===== src/rtl/lab4_net_router_pkg.sv =====
// Shared types and helpers for the ring-router control slice: port ids,
// output-allocator state encoding and the ring route function.
package lab4_net_router_pkg;

  localparam logic [1:0] PORT_W = 2'd0;
  localparam logic [1:0] PORT_T = 2'd1;
  localparam logic [1:0] PORT_E = 2'd2;

  typedef enum logic {
    ST_IDLE   = 1'b0,
    ST_LOCKED = 1'b1
  } out_state_e;

  // Shortest-way routing on the ring; an exact half-ring tie is split by id parity.
  function automatic logic [1:0] route_compute(input int unsigned dest,
                                               input int unsigned id,
                                               input int unsigned n);
    int unsigned d;
    d = (dest + n - id) % n;
    if (d == 0)
      return PORT_T;
    else if (2 * d < n)
      return PORT_E;
    else if (2 * d > n)
      return PORT_W;
    else
      return id[0] ? PORT_E : PORT_W;
  endfunction

endpackage


===== src/rtl/lab4_net_router_out_alloc.sv =====
// Per-output allocator: round-robin arbitration among requesting inputs and a
// wormhole lock that holds the output for one input from head to tail flit.
// Optional stall counter under LAB4_NET_ROUTER_CTRL_PERF_EN.
module lab4_net_router_out_alloc
  import lab4_net_router_pkg::*;
(
  input  logic       clk,
  input  logic       reset,
  input  logic [2:0] i_req,
  input  logic [2:0] i_val,
  input  logic [2:0] i_tail,
  input  logic       i_out_rdy,
  output logic       o_out_val,
  output logic [1:0] o_sel
`ifdef LAB4_NET_ROUTER_CTRL_PERF_EN
  ,
  output logic [15:0] o_stall_cnt
`endif
);

  out_state_e      r_state;
  out_state_e      w_state_nxt;
  logic [1:0]      r_owner;
  logic [1:0]      w_owner_nxt;
  logic [1:0]      r_prio;
  logic [1:0]      w_prio_nxt;
  logic [2:0][1:0] w_order;
  logic            w_grant;
  logic [1:0]      w_winner;

  // w_order[0] is the current highest-priority input; scan low to high so the best wins.
  always_comb begin
    w_grant  = 1'b0;
    w_winner = 2'd0;
    case (r_prio)
      2'd1:    w_order = {2'd0, 2'd2, 2'd1};
      2'd2:    w_order = {2'd1, 2'd0, 2'd2};
      default: w_order = {2'd2, 2'd1, 2'd0};
    endcase
    for (int k = 2; k >= 0; k--) begin
      if (i_req[w_order[k]]) begin
        w_grant  = 1'b1;
        w_winner = w_order[k];
      end
    end
  end

  always_comb begin
    w_state_nxt = r_state;
    w_owner_nxt = r_owner;
    w_prio_nxt  = r_prio;
    o_out_val   = 1'b0;
    o_sel       = 2'd0;
    case (r_state)
      ST_IDLE: begin
        o_out_val = w_grant;
        o_sel     = w_winner;
        if (w_grant && i_out_rdy) begin
          w_prio_nxt = (w_winner == 2'd2) ? 2'd0 : w_winner + 2'd1;
          if (!i_tail[w_winner]) begin
            w_state_nxt = ST_LOCKED;
            w_owner_nxt = w_winner;
          end
        end
      end
      ST_LOCKED: begin
        o_out_val = i_val[r_owner];
        o_sel     = r_owner;
        if (i_val[r_owner] && i_out_rdy && i_tail[r_owner])
          w_state_nxt = ST_IDLE;
      end
      default: w_state_nxt = ST_IDLE;
    endcase
  end

  always_ff @(posedge clk) begin
    if (reset) begin
      r_state <= ST_IDLE;
      r_owner <= 2'd0;
      r_prio  <= 2'd0;
    end else begin
      r_state <= w_state_nxt;
      r_owner <= w_owner_nxt;
      r_prio  <= w_prio_nxt;
    end
  end

`ifdef LAB4_NET_ROUTER_CTRL_PERF_EN
  logic [15:0] r_stall_cnt;

  always_ff @(posedge clk) begin
    if (reset)
      r_stall_cnt <= 16'd0;
    else if (o_out_val && !i_out_rdy && (r_stall_cnt != 16'hFFFF))
      r_stall_cnt <= r_stall_cnt + 16'd1;
  end

  assign o_stall_cnt = r_stall_cnt;
`endif

endmodule


===== src/rtl/lab4_net_router_ctrl_ring.sv =====
// Ring-router control unit: route computation, per-input packet lock state and
// three output allocators. LAB4_NET_ROUTER_CTRL_PERF_EN adds per-output stall counters.
module lab4_net_router_ctrl_ring
  import lab4_net_router_pkg::*;
#(
  parameter int p_num_routers = 4,
  parameter int p_num_ports   = 3,
  localparam int IW = (p_num_routers > 2) ? $clog2(p_num_routers) : 1
) (
  input  logic               clk,
  input  logic               reset,
  input  logic [IW-1:0]      router_id,
  input  logic [2:0]         in_val,
  output logic [2:0]         in_rdy,
  input  logic [2:0][IW-1:0] in_dest,
  input  logic [2:0]         in_tail,
  output logic [2:0]         out_val,
  input  logic [2:0]         out_rdy,
  output logic [2:0][1:0]    sel
`ifdef LAB4_NET_ROUTER_CTRL_PERF_EN
  ,
  output logic [2:0][15:0]   stall_cnt
`endif
);

  if (p_num_ports != 3) begin : g_bad_ports
    $error("lab4_net_router_ctrl_ring: p_num_ports must be 3");
  end

  logic [2:0]      r_pkt_busy;
  logic [2:0][1:0] r_route_q;
  logic [2:0][1:0] w_route;
  logic [2:0][2:0] w_req;

  // Body and tail flits follow the route latched from their head flit.
  always_comb begin
    w_route = '0;
    w_req   = '0;
    for (int i = 0; i < 3; i++) begin
      w_route[i] = r_pkt_busy[i] ? r_route_q[i]
                 : route_compute(32'(in_dest[i]), 32'(router_id), p_num_routers);
      for (int o = 0; o < 3; o++)
        w_req[o][i] = in_val[i] && (w_route[i] == 2'(o));
    end
  end

  always_comb begin
    in_rdy = '0;
    for (int i = 0; i < 3; i++)
      in_rdy[i] = in_val[i] && out_rdy[w_route[i]] && (sel[w_route[i]] == 2'(i));
  end

  always_ff @(posedge clk) begin
    if (reset) begin
      r_pkt_busy <= '0;
      r_route_q  <= '0;
    end else begin
      for (int i = 0; i < 3; i++) begin
        if (in_rdy[i]) begin
          r_pkt_busy[i] <= !in_tail[i];
          r_route_q[i]  <= w_route[i];
        end
      end
    end
  end

  for (genvar o = 0; o < 3; o++) begin : g_out
    lab4_net_router_out_alloc u_alloc (
      .clk        (clk),
      .reset      (reset),
      .i_req      (w_req[o]),
      .i_val      (in_val),
      .i_tail     (in_tail),
      .i_out_rdy  (out_rdy[o]),
      .o_out_val  (out_val[o]),
      .o_sel      (sel[o])
`ifdef LAB4_NET_ROUTER_CTRL_PERF_EN
      ,
      .o_stall_cnt(stall_cnt[o])
`endif
    );
  end

  for (genvar i = 0; i < 3; i++) begin : g_dest_chk
    a_dest_legal: assert property (@(posedge clk) disable iff (reset)
      (in_val[i] && !r_pkt_busy[i]) |-> (32'(in_dest[i]) < 32'(p_num_routers)));
  end

endmodule

===== config.mk =====
export PLATFORM = sky130hd
export DESIGN_NAME = lab4_net_router_ctrl_ring
export DESIGN_NICKNAME = d
export VERILOG_FILES = /design/src/rtl/lab4_net_router_pkg.sv /design/src/rtl/lab4_net_router_out_alloc.sv /design/src/rtl/lab4_net_router_ctrl_ring.sv
export SDC_FILE = /design/constraint.sdc
export NUM_CORES = 1
export LEC_CHECK = 0
export CORE_MARGIN = 5
export CORE_UTILIZATION = 61
export DETAILED_ROUTE_END_ITERATION = 12
export PLACE_DENSITY = 0.92
export SETUP_SLACK_MARGIN = 0.05
export SKIP_CTS_REPAIR_TIMING = 1
export SYNTH_ARGS = -nofsm -noshare
export SYNTH_HDL_FRONTEND = slang
export SYNTH_SLANG_ARGS = --single-unit

===== constraint.sdc =====
create_clock -name clk -period 9.6 [get_ports clk]
set_clock_uncertainty 0.1 [all_clocks]
set_input_delay 1.92 -clock clk [delete_from_list [all_inputs] [get_ports clk]]
set_output_delay 1.92 -clock clk [all_outputs]
set_load 0.02 [all_outputs]

Word level (Yosys, flattened, before mapping)
Cells that the tools add are included.
Widths: inputs -> output; s select.
- bits in latches: 0
- bits in read-only memories: 0
- memories: 0
- logic and storage cells: 214
- output and inout port bits: 12
- memory bits (writable): 0
- register bits: 24
- input port bits: 19
- add/sub/neg operators: 9
- shift-type cells: 0
- reductions and logical operators: 40
- equality and inequality tests: 17
- multiplexer cells: 103
- bitwise operators: 6
- order comparisons: 24
- multipliers: 0
- div/mod/pow operators: 0
- operators by type and width (operator ; number):
    $logic_not 32->1 ; 3
    $mux 2 ; 28
    $lt 2x3->1 const B ; 18
    $bmux 1 s2 ; 21
    $mux 1 ; 39
    $pmux 6 s2 ; 3
    $logic_and 1x1->1 ; 24
    $eq 2x2->1 const B ; 10
    $eq 2x1->1 const B ; 7
    $add 2x1->2 const B ; 6
    $bmux 2 s2 ; 3
    $pmux 1 s2 ; 6
    $pmux 2 s2 ; 3
    $gt 3x3->1 const B ; 3
    $lt 3x3->1 const B ; 3
    $reduce_and 3->1 ; 3
    $logic_not 2->1 ; 4
    $not 1->1 ; 6
    $reduce_and 2->1 ; 3
    $sub 2x2->2 ; 3
    $logic_not 1->1 ; 3

Longest topological paths before layout
Gate-level depths: netlist of the first run.
- word-level depth: 19
- mapped depth: 11
- mapped depth without buffers: 10

Hierarchy
From an unflattened synthesis of the first run, not the netlist that was laid out.
- cells, all modules: 294
- area, all modules: 2456.1 um^2
- by module, submodules not included (module ; seq. area each (um^2) ; cells an instance ; times used ; area an instance (um^2)):
    lab4_net_router_out_alloc ; 100.1 ; 64 ; 3 ; 534.3
    lab4_net_router_ctrl_ring ; 180.2 ; 102 ; 1 ; 853.3

Worst setup path before layout of the first run
Ideal clock, no wire load.
- kind: input port to output port
- start point: input port in_dest[4] (netlist bit)
- end point: output port in_rdy[1]
- data required time: 7.580 ns
- slack: 3.307 ns
- arrival time: 4.273 ns
- cell stages on the path: 9
- buffers on the path: 0
- cell sequence: inv_1 ha_1 xor3_2 a221oi_1 a211oi_1 o41ai_2 nand2b_1 a221oi_2 o21a_1
- RTL lines (what ; RTL line ; source):
    from (decl) ; lab4_net_router_ctrl_ring.sv:15 ; input logic [2:0][IW-1:0] in_dest,
    to (decl) ; lab4_net_router_ctrl_ring.sv:14 ; output logic [2:0] in_rdy,

Final worst setup path of the first run
- start point: input port router_id[0]
- end point: output port in_rdy[2]
- cells in the longest elaborated chain, start to end: 18
- elaborated cells on any way between the ends: 80
- those cells by class: 3 x add/sub; 6 x order compare; 7 x eq/ne; 47 x mux; 17 x reduce/logical
- ends and longest elaborated chain (what ; RTL line ; source):
    from (decl) ; lab4_net_router_ctrl_ring.sv:12 ; input logic [IW-1:0] router_id,
    $sub 2x2->2 ; lab4_net_router_pkg.sv:19 ; d = (dest + n - id) % n;
    $gt 3x3->1 ; lab4_net_router_pkg.sv:24 ; else if (2 * d > n)
    $mux 2 ; lab4_net_router_pkg.sv:24 ;
    $mux 2 ; lab4_net_router_pkg.sv:22 ; else if (2 * d < n)
    $mux 2 ; lab4_net_router_pkg.sv:20 ; if (d == 0)
    $mux 2 ; lab4_net_router_ctrl_ring.sv:40 ; w_route[i] = r_pkt_busy[i] ? r_route_q[i]
    $eq 2x1->1 (tied with other cells) ; lab4_net_router_ctrl_ring.sv:43 ; w_req[o][i] = in_val[i] && (w_route[i] == 2'(o));
    $logic_and 1x1->1 ; lab4_net_router_ctrl_ring.sv:43 ;
    $bmux 1 s2 ; lab4_net_router_out_alloc.sv:41 ; if (i_req[w_order[k]]) begin
    $mux 1 (implied by the code) ; lab4_net_router_out_alloc.sv:41 ;
    $mux 2 (3 in a row) ; lab4_net_router_out_alloc.sv:41 ;
    $pmux 2 s2 ; lab4_net_router_out_alloc.sv:54 ; case (r_state)
    $bmux 2 s2 ; lab4_net_router_ctrl_ring.sv:50 ; in_rdy[i] = in_val[i] && out_rdy[w_route[i]] && (sel[w_route[i]] == 2'(i));
    $mux 2 (implied by the code) ; lab4_net_router_ctrl_ring.sv:50 ;
    $eq 2x2->1 ; lab4_net_router_ctrl_ring.sv:50 ;
    $logic_and 1x1->1 * ; lab4_net_router_ctrl_ring.sv:50 ;
Mark *: on every way between the ends. The rest lies on a longest branch, timed or not. The select of a mux whose other input is x is not followed.

==> flow_summary.yaml, run 1 <==
critical_path:
  cp.required_ps: 7580
  rr_worst_depth: 10
  r2r_slack_ps: 6480
  timing.rr.end: "r_pkt_busy[1]$_SDFFE_PP0P_"
  rr_startpoint: "g_out[0].u_alloc.r_prio[0]$_SDFFE_PP0P_"
  crit_path_start_kind: "primary input"
  cp.arrival_ps: 5790
  cpPeakStageDelay_ps: 660
  cp-end-kind: "output pin"
  slowest_stage: "clkdlybuf4s50_1"
  cp_max_fo: 12
  path_class: "in -> out"
  path_cells: "clkdlybuf4s50_1 -> ha_1 -> xor3_1 -> o31a_1 -> o41ai_1 -> o41ai_2 -> and3_1 -> a311oi_2 -> and3_1 -> clkdlybuf4s50_1"
place:
  port_buffers: 30
  dpl_worst_slack_ps: 1824
  place_inst: 393
  dpl-instance-area_mm2: 0.002823
  place_congestion: 0.9835
  dp_hpwl_mm: 5.107
hold_path:
  min-delay-start: "g_out[1].u_alloc.r_prio[0]$_SDFFE_PP0P_"
  hold_end: "g_out[1].u_alloc.r_prio[0]$_SDFFE_PP0P_"
  hold_class: "reg -> reg"
  min_path_cells: 2
yosys:
  syn_area_per_cell_um2: 7.630
  yosys_most_used_dff: "dfxtp_1"
  ys_seq_area_frac: 0.1880
  syn_inst: 335
  synth_edf_count: 0
  synth.distinct_cells: 68
  synth_seq_cells: 24
  ys_warn_count: 0
  syn_area_mm2: 0.002556
  syn_nets: 363
  async_flop_share: 0
route:
  vias: 2648
  drtAntennaViolNets: 0
  wire_per_inst_um: 17.10
  drc: 0
  vias_per_cell: 6.670
  finalWirelength_mm: 6.788
  drt-pass1-iter-count: 6
  drt_iter0_markers: 228
clocking:
  cts_tree: "built"
  htreeDepth: 1
  cts_buffer_depth: 2
  cts_num_sinks: 24
  clk_pin_slew_ps: 80
  cts_buffers: 3
  root_buffer: "clkbuf_8"
  clkLatencyLatePin_ps: 270
die:
  initial_core_util: 0.6345
  ios: 31
  fp-row-count: 23
  die_w_um: 74.74
  die_h_um: 74.74
  coreArea_mm2: 0.004029
  die_area_mm2: 0.005585
timing:
  maxSlewHeadroom: 0.3721
  setup_viol: 0
  timing.hold.ws_ps: 401.0
  fin_tns_setup_ps: 0
  post-route-period-util: 0.8135
  fin_crit_ps: 7810
  drv_slew: 0
  hold_viol_final: 0
  rsz0062_at_grt: "false"
  fmax_mhz: 128.0
  worstMarginPinSlew_ps: 938.9
  setup_slack_ps: 1790
grt:
  grt_overflow: 0
  grt_pass1_wl_mm: 11.34
  grt_pass1_vias: 2452
  grt_usage: 0.2572
  grt_max_degree: 24
  grt_antenna_before_repair: 0
finish:
  num_antenna_cells: 0
  fin_nets: 376
  areaGrowthSynthToFinish_pct: 12.58
  drive_gt1_frac: 0.06340
  finalInstanceArea_mm2: 0.002878
  final_cells: 397
outcome:
  status: "completed"
power:
  irDropWorstVdd_mv: 0.07376
  cellLeakagePower_nw: 1.074
  power.density_mw_per_mm2: 164.5
flow_run:
  maxCapViolCount: 0
## where the power goes
part           leakage (nW)  switching [mW]  internal (mW)
clock                0.0288          0.0332         0.0367
sequential            0.195          0.0163          0.111
combinational         0.850           0.157          0.119
## layer usage
metal | vias to the layer above | share of wire | routed length (um) | global-route usage
met3 | 20 | 0.089 | 602 | 0.04139
met1 | 1215 | 0.43 | 2917 | 0.3490
met2 | 117 | 0.45 | 3057 | 0.4020
met5 | - | 0 | 0 | 0
li1 | 1296 | - | - | -
met4 | 0 | 0.031 | 210 | 0.1146
## sequential cells by signal, summed over array words and instances, names as in the netlist
register and cells:
g_out.u_alloc.r_prio 6, r_pkt_busy 3, g_out.u_alloc.r_owner 6, g_out.u_alloc.r_state 3, r_route_q 6
## critical path: cells and delay by family
| kind | cells | cell delay (ps) |
|---|---|---|
| buffers and inverters | 2 | 1290 |
| adders and majority gates | 1 | 220 |
| xor gates and xnor gates | 1 | 290 |
| and+or+nand+nor | 2 | 520 |
| AOI/OAI and AO/OA | 4 | 1530 |
## Yosys cell counts, types with 5 or more instances
cell	n	area share
nand2_1	38	0.056
a31oi_1	5	0.012
nor3_1	12	0.023
nand2b_1	9	0.022
nand3_1	10	0.020
inv_1	13	0.019
a21oi_1	14	0.027
o21a_1	6	0.018
nor3b_1	5	0.015
a211oi_1	13	0.038
dfxtp_1	24	0.19
o211ai_1	5	0.015
clkbuf_1	17	0.025
mux2i_1	15	0.059
nor2_1	23	0.034
o21ai_0	24	0.047
ha_1	9	0.044
and2_1	6	0.015
## kinds of logic after synthesis
logic type,count (synthesis),synth area share
fa+ha+maj,11,0.05237
xor+xnor,3,0.02790
flops,24,0.1880
simple gates,127,0.2501
mux,17,0.06755
buf+inv,35,0.05678
compound gates,118,0.3573
## layout make-up
class,count,area (um2)
Clock buffer,4,55.05
Fill cell,344,1151
Inverter,13,48.80
Multi-Input combinational cell,276,1931
Sequential cell,24,480.5
Tap cell,50,62.56
Timing Repair Buffer,30,300.3
## worst max path at each step
stage	start	cells after the start	slack, ps	endpoint
after detailed placement	router_id[0]	10	1820	in_rdy[2]
after global placement	router_id[0]	10	1970	in_rdy[2]
final	router_id[0]	10	1790	in_rdy[2]
after floorplan	in_dest[4]	9	3310	in_rdy[1]
after CTS	router_id[0]	10	1820	in_rdy[2]
after global routing	router_id[0]	10	1560	in_rdy[2]
## placed cells by master, fill, tap and decap left out, types with 3 or more instances in the layout
cell	n
nor3b_1	5
clkdlybuf4s50_1	30
o211ai_1	5
or3_1	3
and2_1	6
a31oi_1	5
nor3_1	12
nor2_1	23
and3b_1	3
nand3_1	10
a21oi_1	14
and3_1	4
a211oi_1	13
nand2b_1	9
a22o_1	4
a21o_1	3
o211a_1	3
o21ai_0	24
nor2b_1	4
inv_1	13
a21boi_0	4
mux2i_1	15
nand2_1	38
clkbuf_8	4
o21a_1	6
dfxtp_1	24
ha_1	9
## stage by stage
step,total power [mW],utilization
after floorplan,0.3335,-
final,0.4735,0.7143
after global placement,0.3952,0.7006
after detailed placement,0.3997,0.7006
after global routing,0.5088,0.7143
after CTS,0.4705,0.7143
No activity file was read; power rests on OpenSTA's default activity.
==> run 2: changes to the inputs <==
Settings changed: CORE_UTILIZATION 61 to 57, PLACE_DENSITY 0.92 to 0.87.
Clock period 9.6 ns to 7.2 ns, I/O delays scaled along.
==> run 2 against run 1 <==
  * Cell count grew 0.76%
  * Via count down 1.1%
  * Combinational power increased by 34%
  * Count of clock-buffer cells in the layout stayed put
  * Cell area rose by 0.35%
  * Highest routed layer unchanged
  * Global-route usage fell by 3.1 points
  * Die area up 6.1%
  * Sequential share of layout area fell by 0.058 points
  * Core utilization down 5.1 points
  * Register-to-register slack worse by 2300 ps
  * Sequential cell count did not move
  * Clock power up 33%
==> flow_summary.yaml, run 2 (synthesis gave the netlist of run 1 again) <==
outcome:
  status: "completed"
grt:
  grt_antenna_before_repair: 0
  grt_pass1_vias: 2478
  grt_pass1_wl_mm: 11.34
  grt_usage: 0.2258
  grt_max_degree: 24
  grt_overflow: 0
clocking:
  root_buffer: "clkbuf_8"
  clk_pin_slew_ps: 80
  cts_tree: "built"
  htreeDepth: 1
  cts_buffer_depth: 2
  cts_buffers: 3
  clkLatencyLatePin_ps: 270
  cts_num_sinks: 24
timing:
  hold_viol_final: 0
  fin_crit_ps: 6701
  rsz0062_at_grt: "false"
  setup_viol: 0
  post-route-period-util: 0.9308
  fin_tns_setup_ps: 0
  maxSlewHeadroom: 0.3990
  setup_slack_ps: 498.5
  worstMarginPinSlew_ps: 898.7
  fmax_mhz: 149.2
  drv_slew: 0
critical_path:
  timing.rr.end: "r_pkt_busy[2]$_SDFFE_PP0P_"
  cp_max_fo: 9
  rr_startpoint: "g_out[1].u_alloc.r_prio[0]$_SDFFE_PP0P_"
  cp.required_ps: 5660
  rr_worst_depth: 10
  crit_path_start_kind: "primary input"
  r2r_slack_ps: 4210
  worstSetupEndpoint: "in_rdy[2]"
  startpoint: "router_id[0]"
  cp-end-kind: "output pin"
  cp.arrival_ps: 5160
  path_class: "in -> out"
place:
  place_congestion: 0.9759
  port_buffers: 30
  place_inst: 396
  dp_hpwl_mm: 5.142
  dpl_worst_slack_ps: 569.2
hold_path:
  hold_class: "reg -> reg"
  min_path_cells: 2
route:
  drt_iter0_markers: 196
  vias: 2619
  drt-pass1-iter-count: 6
  drtAntennaViolNets: 0
  finalWirelength_mm: 6.827
  wire_per_inst_um: 17.07
  drc: 0
  vias_per_cell: 6.548
finish:
  layout_commonest_cell: "nand2_1"
  most-common-layout-cells: "38 x nand2_1, 30 x clkdlybuf4s50_1, 24 x o21ai_0, 24 x dfxtp_1, 23 x nor2_1"
  areaGrowthSynthToFinish_pct: 12.97
  fillers: 375
  fin_nets: 377
  final_cells: 400
  num_antenna_cells: 0
  top_regs: "g_out.u_alloc.r_owner x6, g_out.u_alloc.r_prio x6, r_route_q x6"
  drive_gt1_frac: 0.06609
die:
  die_w_um: 76.97
  initial_core_util: 0.5871
  coreArea_mm2: 0.004354
  fp-row-count: 24
  die_area_mm2: 0.005924
  ios: 31
  die_h_um: 76.97
power:
  total_power_mw: 0.6328
  cellLeakagePower_nw: 1.078
  irDropWorstVdd_mv: 0.1247
  power.density_mw_per_mm2: 219.1
flow_run:
  maxCapViolCount: 0
[run 2: area by class of cell]
class,instances,area [um2],area share
well taps,52,65.06,0.02253
flip-flops and latches,24,480.5,0.1664
multi-input cells,276,1931,0.6685
inverters,13,48.80,0.01690
repair buffers,31,307.8,0.1066
clock buffers,4,55.05,0.01906
[run 2: metal layers]
metal | GRT usage | up-vias | share of wire
li1 | - | 1297 | -
met1 | 0.2871 | 1206 | 0.45
met2 | 0.3718 | 100 | 0.46
met3 | 0.03513 | 16 | 0.060
met4 | 0.1031 | 0 | 0.027
met5 | 0 | - | 0
[run 2: worst max-delay path, cell delays in order]
cell,delay (ps)
clkdlybuf4s50_1,630
ha_1,210
xor3_1,290
o31a_1,310
o41ai_1,590
o41ai_2,250
and3_1,240
a311oi_2,300
and3_1,270
clkdlybuf4s50_1,620
[run 2: worst min path at each step]
| stage | from | end | slack [ps] |
|---|---|---|---|
| detailed placement | g_out[2].u_alloc.r_prio[0]$_SDFFE_PP0P_ | g_out[2].u_alloc.r_prio[0]$_SDFFE_PP0P_ | 390 |
| finish | g_out[2].u_alloc.r_prio[0]$_SDFFE_PP0P_ | g_out[2].u_alloc.r_prio[0]$_SDFFE_PP0P_ | 400 |
| global placement | g_out[2].u_alloc.r_prio[0]$_SDFFE_PP0P_ | g_out[2].u_alloc.r_prio[0]$_SDFFE_PP0P_ | 380 |
| global route | g_out[2].u_alloc.r_prio[0]$_SDFFE_PP0P_ | g_out[2].u_alloc.r_prio[0]$_SDFFE_PP0P_ | 440 |
| floorplan | r_route_q[4]$_SDFFE_PP0P_ | r_route_q[4]$_SDFFE_PP0P_ | 360 |
| CTS | g_out[2].u_alloc.r_prio[0]$_SDFFE_PP0P_ | g_out[2].u_alloc.r_prio[0]$_SDFFE_PP0P_ | 410 |
[run 2: per-stage QoR]
| stage | util | instance area [um2] | hold slack (ps) |
|---|---|---|---|
| floorplan | - | 2556 | 357.6 |
| global placement | 0.6506 | 2833 | 379.5 |
| detailed placement | 0.6506 | 2833 | 393.4 |
| CTS | 0.6632 | 2888 | 407.8 |
| global route | 0.6632 | 2888 | 444.6 |
| finish | 0.6632 | 2888 | 401.5 |
[run 2: report_power, final]
part	internal, mW	switching (mW)	total [mW]	leakage, nW
logic	0.160	0.210	0.370	0.855
registers	0.148	0.0217	0.170	0.195
clock network	0.0489	0.0437	0.0926	0.0288
total	0.357	0.276	0.633	1.08
==> run 3: changes to the inputs <==
Settings changed: CORE_UTILIZATION 57 to 40, MAX_ROUTING_LAYER set to met4, PLACE_DENSITY 0.87 to 0.67.
==> run 3 against run 2 <==
  * Worst hold slack worse by 4.6 ps
  * Sequential power about the same
  * Critical path depth unchanged
  * Register-to-register slack better by 30 ps
  * Core utilization down 20 points
  * First-iteration DRC count down 21%
  * Combinational power about the same
  * Highest routed layer unchanged
==> flow_summary.yaml, run 3 (synthesis gave the netlist of run 1 again) <==
route:
  drtAntennaViolNets: 0
  vias: 2648
  finalWirelength_mm: 7.148
  drt-pass1-iter-count: 5
  drc: 0
  drt_iter0_markers: 155
  vias_per_cell: 6.201
  wire_per_inst_um: 16.74
clocking:
  cts_buffer_depth: 2
  cts_buffers: 3
  cts_tree: "built"
  clk_pin_slew_ps: 90
  htreeDepth: 1
  root_buffer: "clkbuf_8"
  clkLatencyLatePin_ps: 270
  cts_num_sinks: 24
outcome:
  status: "completed"
finish:
  top_regs: "g_out.u_alloc.r_owner x6, g_out.u_alloc.r_prio x6, r_route_q x6"
  layout_commonest_cell: "nand2_1"
  fin_nets: 379
  num_antenna_cells: 0
  final_cells: 427
  areaGrowthSynthToFinish_pct: 14.78
  drive_gt1_frac: 0.07143
  most-common-layout-cells: "38 x nand2_1, 30 x clkdlybuf4s50_1, 24 x o21ai_0, 24 x dfxtp_1, 23 x nor2_1"
  fillers: 631
timing:
  hold_viol_final: 0
  fin_crit_ps: 6659
  fin_tns_setup_ps: 0
  fmax_mhz: 150.2
  post-route-period-util: 0.9249
  worstMarginPinSlew_ps: 976.2
  rsz0062_at_grt: "false"
  drv_slew: 0
  setup_viol: 0
  maxSlewHeadroom: 0.3471
hold_path:
  min_path_cells: 2
  hold_class: "reg -> reg"
die:
  die_area_mm2: 0.008089
  fp-row-count: 29
  die_w_um: 89.94
  ios: 31
  die_h_um: 89.94
  coreArea_mm2: 0.006277
  initial_core_util: 0.4072
place:
  port_buffers: 30
  place_inst: 423
  dp_hpwl_mm: 5.416
  place_congestion: 0.9441
power:
  cellLeakagePower_nw: 1.088
  irDropWorstVdd_mv: 0.08418
  p_sw_mw: 0.2781
  p_int_mw: 0.3590
  power.density_mw_per_mm2: 217.1
  combPwrFrac: 0.583
  netSwitchingFraction: 0.4365
  pwr-share-clk: 0.150
  seqPwrFrac: 0.266
critical_path:
  cp.required_ps: 5660
  cp-end-kind: "output pin"
  slowest_stage: "clkdlybuf4s50_1"
  path_cells: "clkdlybuf4s50_1 -> ha_1 -> xor3_1 -> o31a_1 -> o41ai_1 -> o41ai_2 -> and3_1 -> a311oi_2 -> and3_1 -> clkdlybuf4s50_1"
  rr_worst_depth: 7
  cp.arrival_ps: 5120
  cp_max_fo: 9
  path_class: "in -> out"
  crit_path_start_kind: "primary input"
  cpPeakStageDelay_ps: 650
grt:
  grt_max_degree: 24
  grt_pass1_vias: 2489
  grt_overflow: 0
  grt_antenna_before_repair: 0
  grt_pass1_wl_mm: 12.01
  grt_usage: 0.1785
flow_run:
  maxCapViolCount: 0
==> run 3: cell count changes in the layout (fill, tap and decap cells not counted), sizes merged <==
| cell | delta |
|---|---|
| buf | +2 |
==> run 3: through the flow <==
stage	setup slack (ps)	hold slack (ps)	area, um2	power (mW)	utilization
after floorplan	1867	357.6	2556	0.4447	-
after global placement	655.8	377.9	2879	0.5369	0.4586
after detailed placement	563.7	390.2	2879	0.5392	0.4586
after CTS	521.9	405.3	2934	0.6368	0.4674
after global routing	260.6	437.0	2934	0.6853	0.4674
final	541.0	396.9	2934	0.6370	0.4674
==> run 3: worst max-delay path: cells and delay by family <==
family          cells  cell delay (ps)
fa+ha+maj           1              210
simple gates        2              500
xor+xnor            1              280
buf+inv             2             1280
compound gates      4             1410
==> run 3: final timing paths <==
| path | slack [ps] | from | to |
|---|---|---|---|
| setup / recovery | 540 | router_id[0] | in_rdy[2] |
| hold / removal | 400 | g_out[1].u_alloc.r_prio[0]$_SDFFE_PP0P_ | g_out[1].u_alloc.r_prio[0]$_SDFFE_PP0P_ |
| hold reg to reg | 400 | g_out[1].u_alloc.r_prio[0]$_SDFFE_PP0P_ | g_out[1].u_alloc.r_prio[0]$_SDFFE_PP0P_ |
| setup reg to reg | 4240 | r_pkt_busy[1]$_SDFFE_PP0P_ | g_out[1].u_alloc.r_owner[0]$_SDFFE_PP0P_ |
==> run 3: area by class of cell <==
cell class	instances	area, um2	area share
Tap cell	77	96.34	0.03284
Multi-Input combinational cell	276	1931	0.6580
Sequential cell	24	480.5	0.1638
Inverter	13	48.80	0.01663
Clock buffer	4	55.05	0.01876
Timing Repair Buffer	33	322.8	0.1100
==> run 3: per-layer routing <==
metal,vias up,share of wire,GRT usage
met5,-,0,-
met4,0,0.034,0.06700
met3,22,0.064,0.02755
met2,108,0.44,0.2817
met1,1213,0.46,0.2303
li1,1305,-,-
==> run 3: power by group through the flow <==
stage | clock (mW) | combinational (mW) | sequential (mW)
2_1_floorplan | 0 | 0.285 | 0.160
3_3_place_gp | 0 | 0.365 | 0.172
5_1_grt | 0.106 | 0.407 | 0.173
6_report | 0.0958 | 0.372 | 0.170
4_1_cts | 0.0978 | 0.370 | 0.169
3_5_place_dp | 0 | 0.367 | 0.173
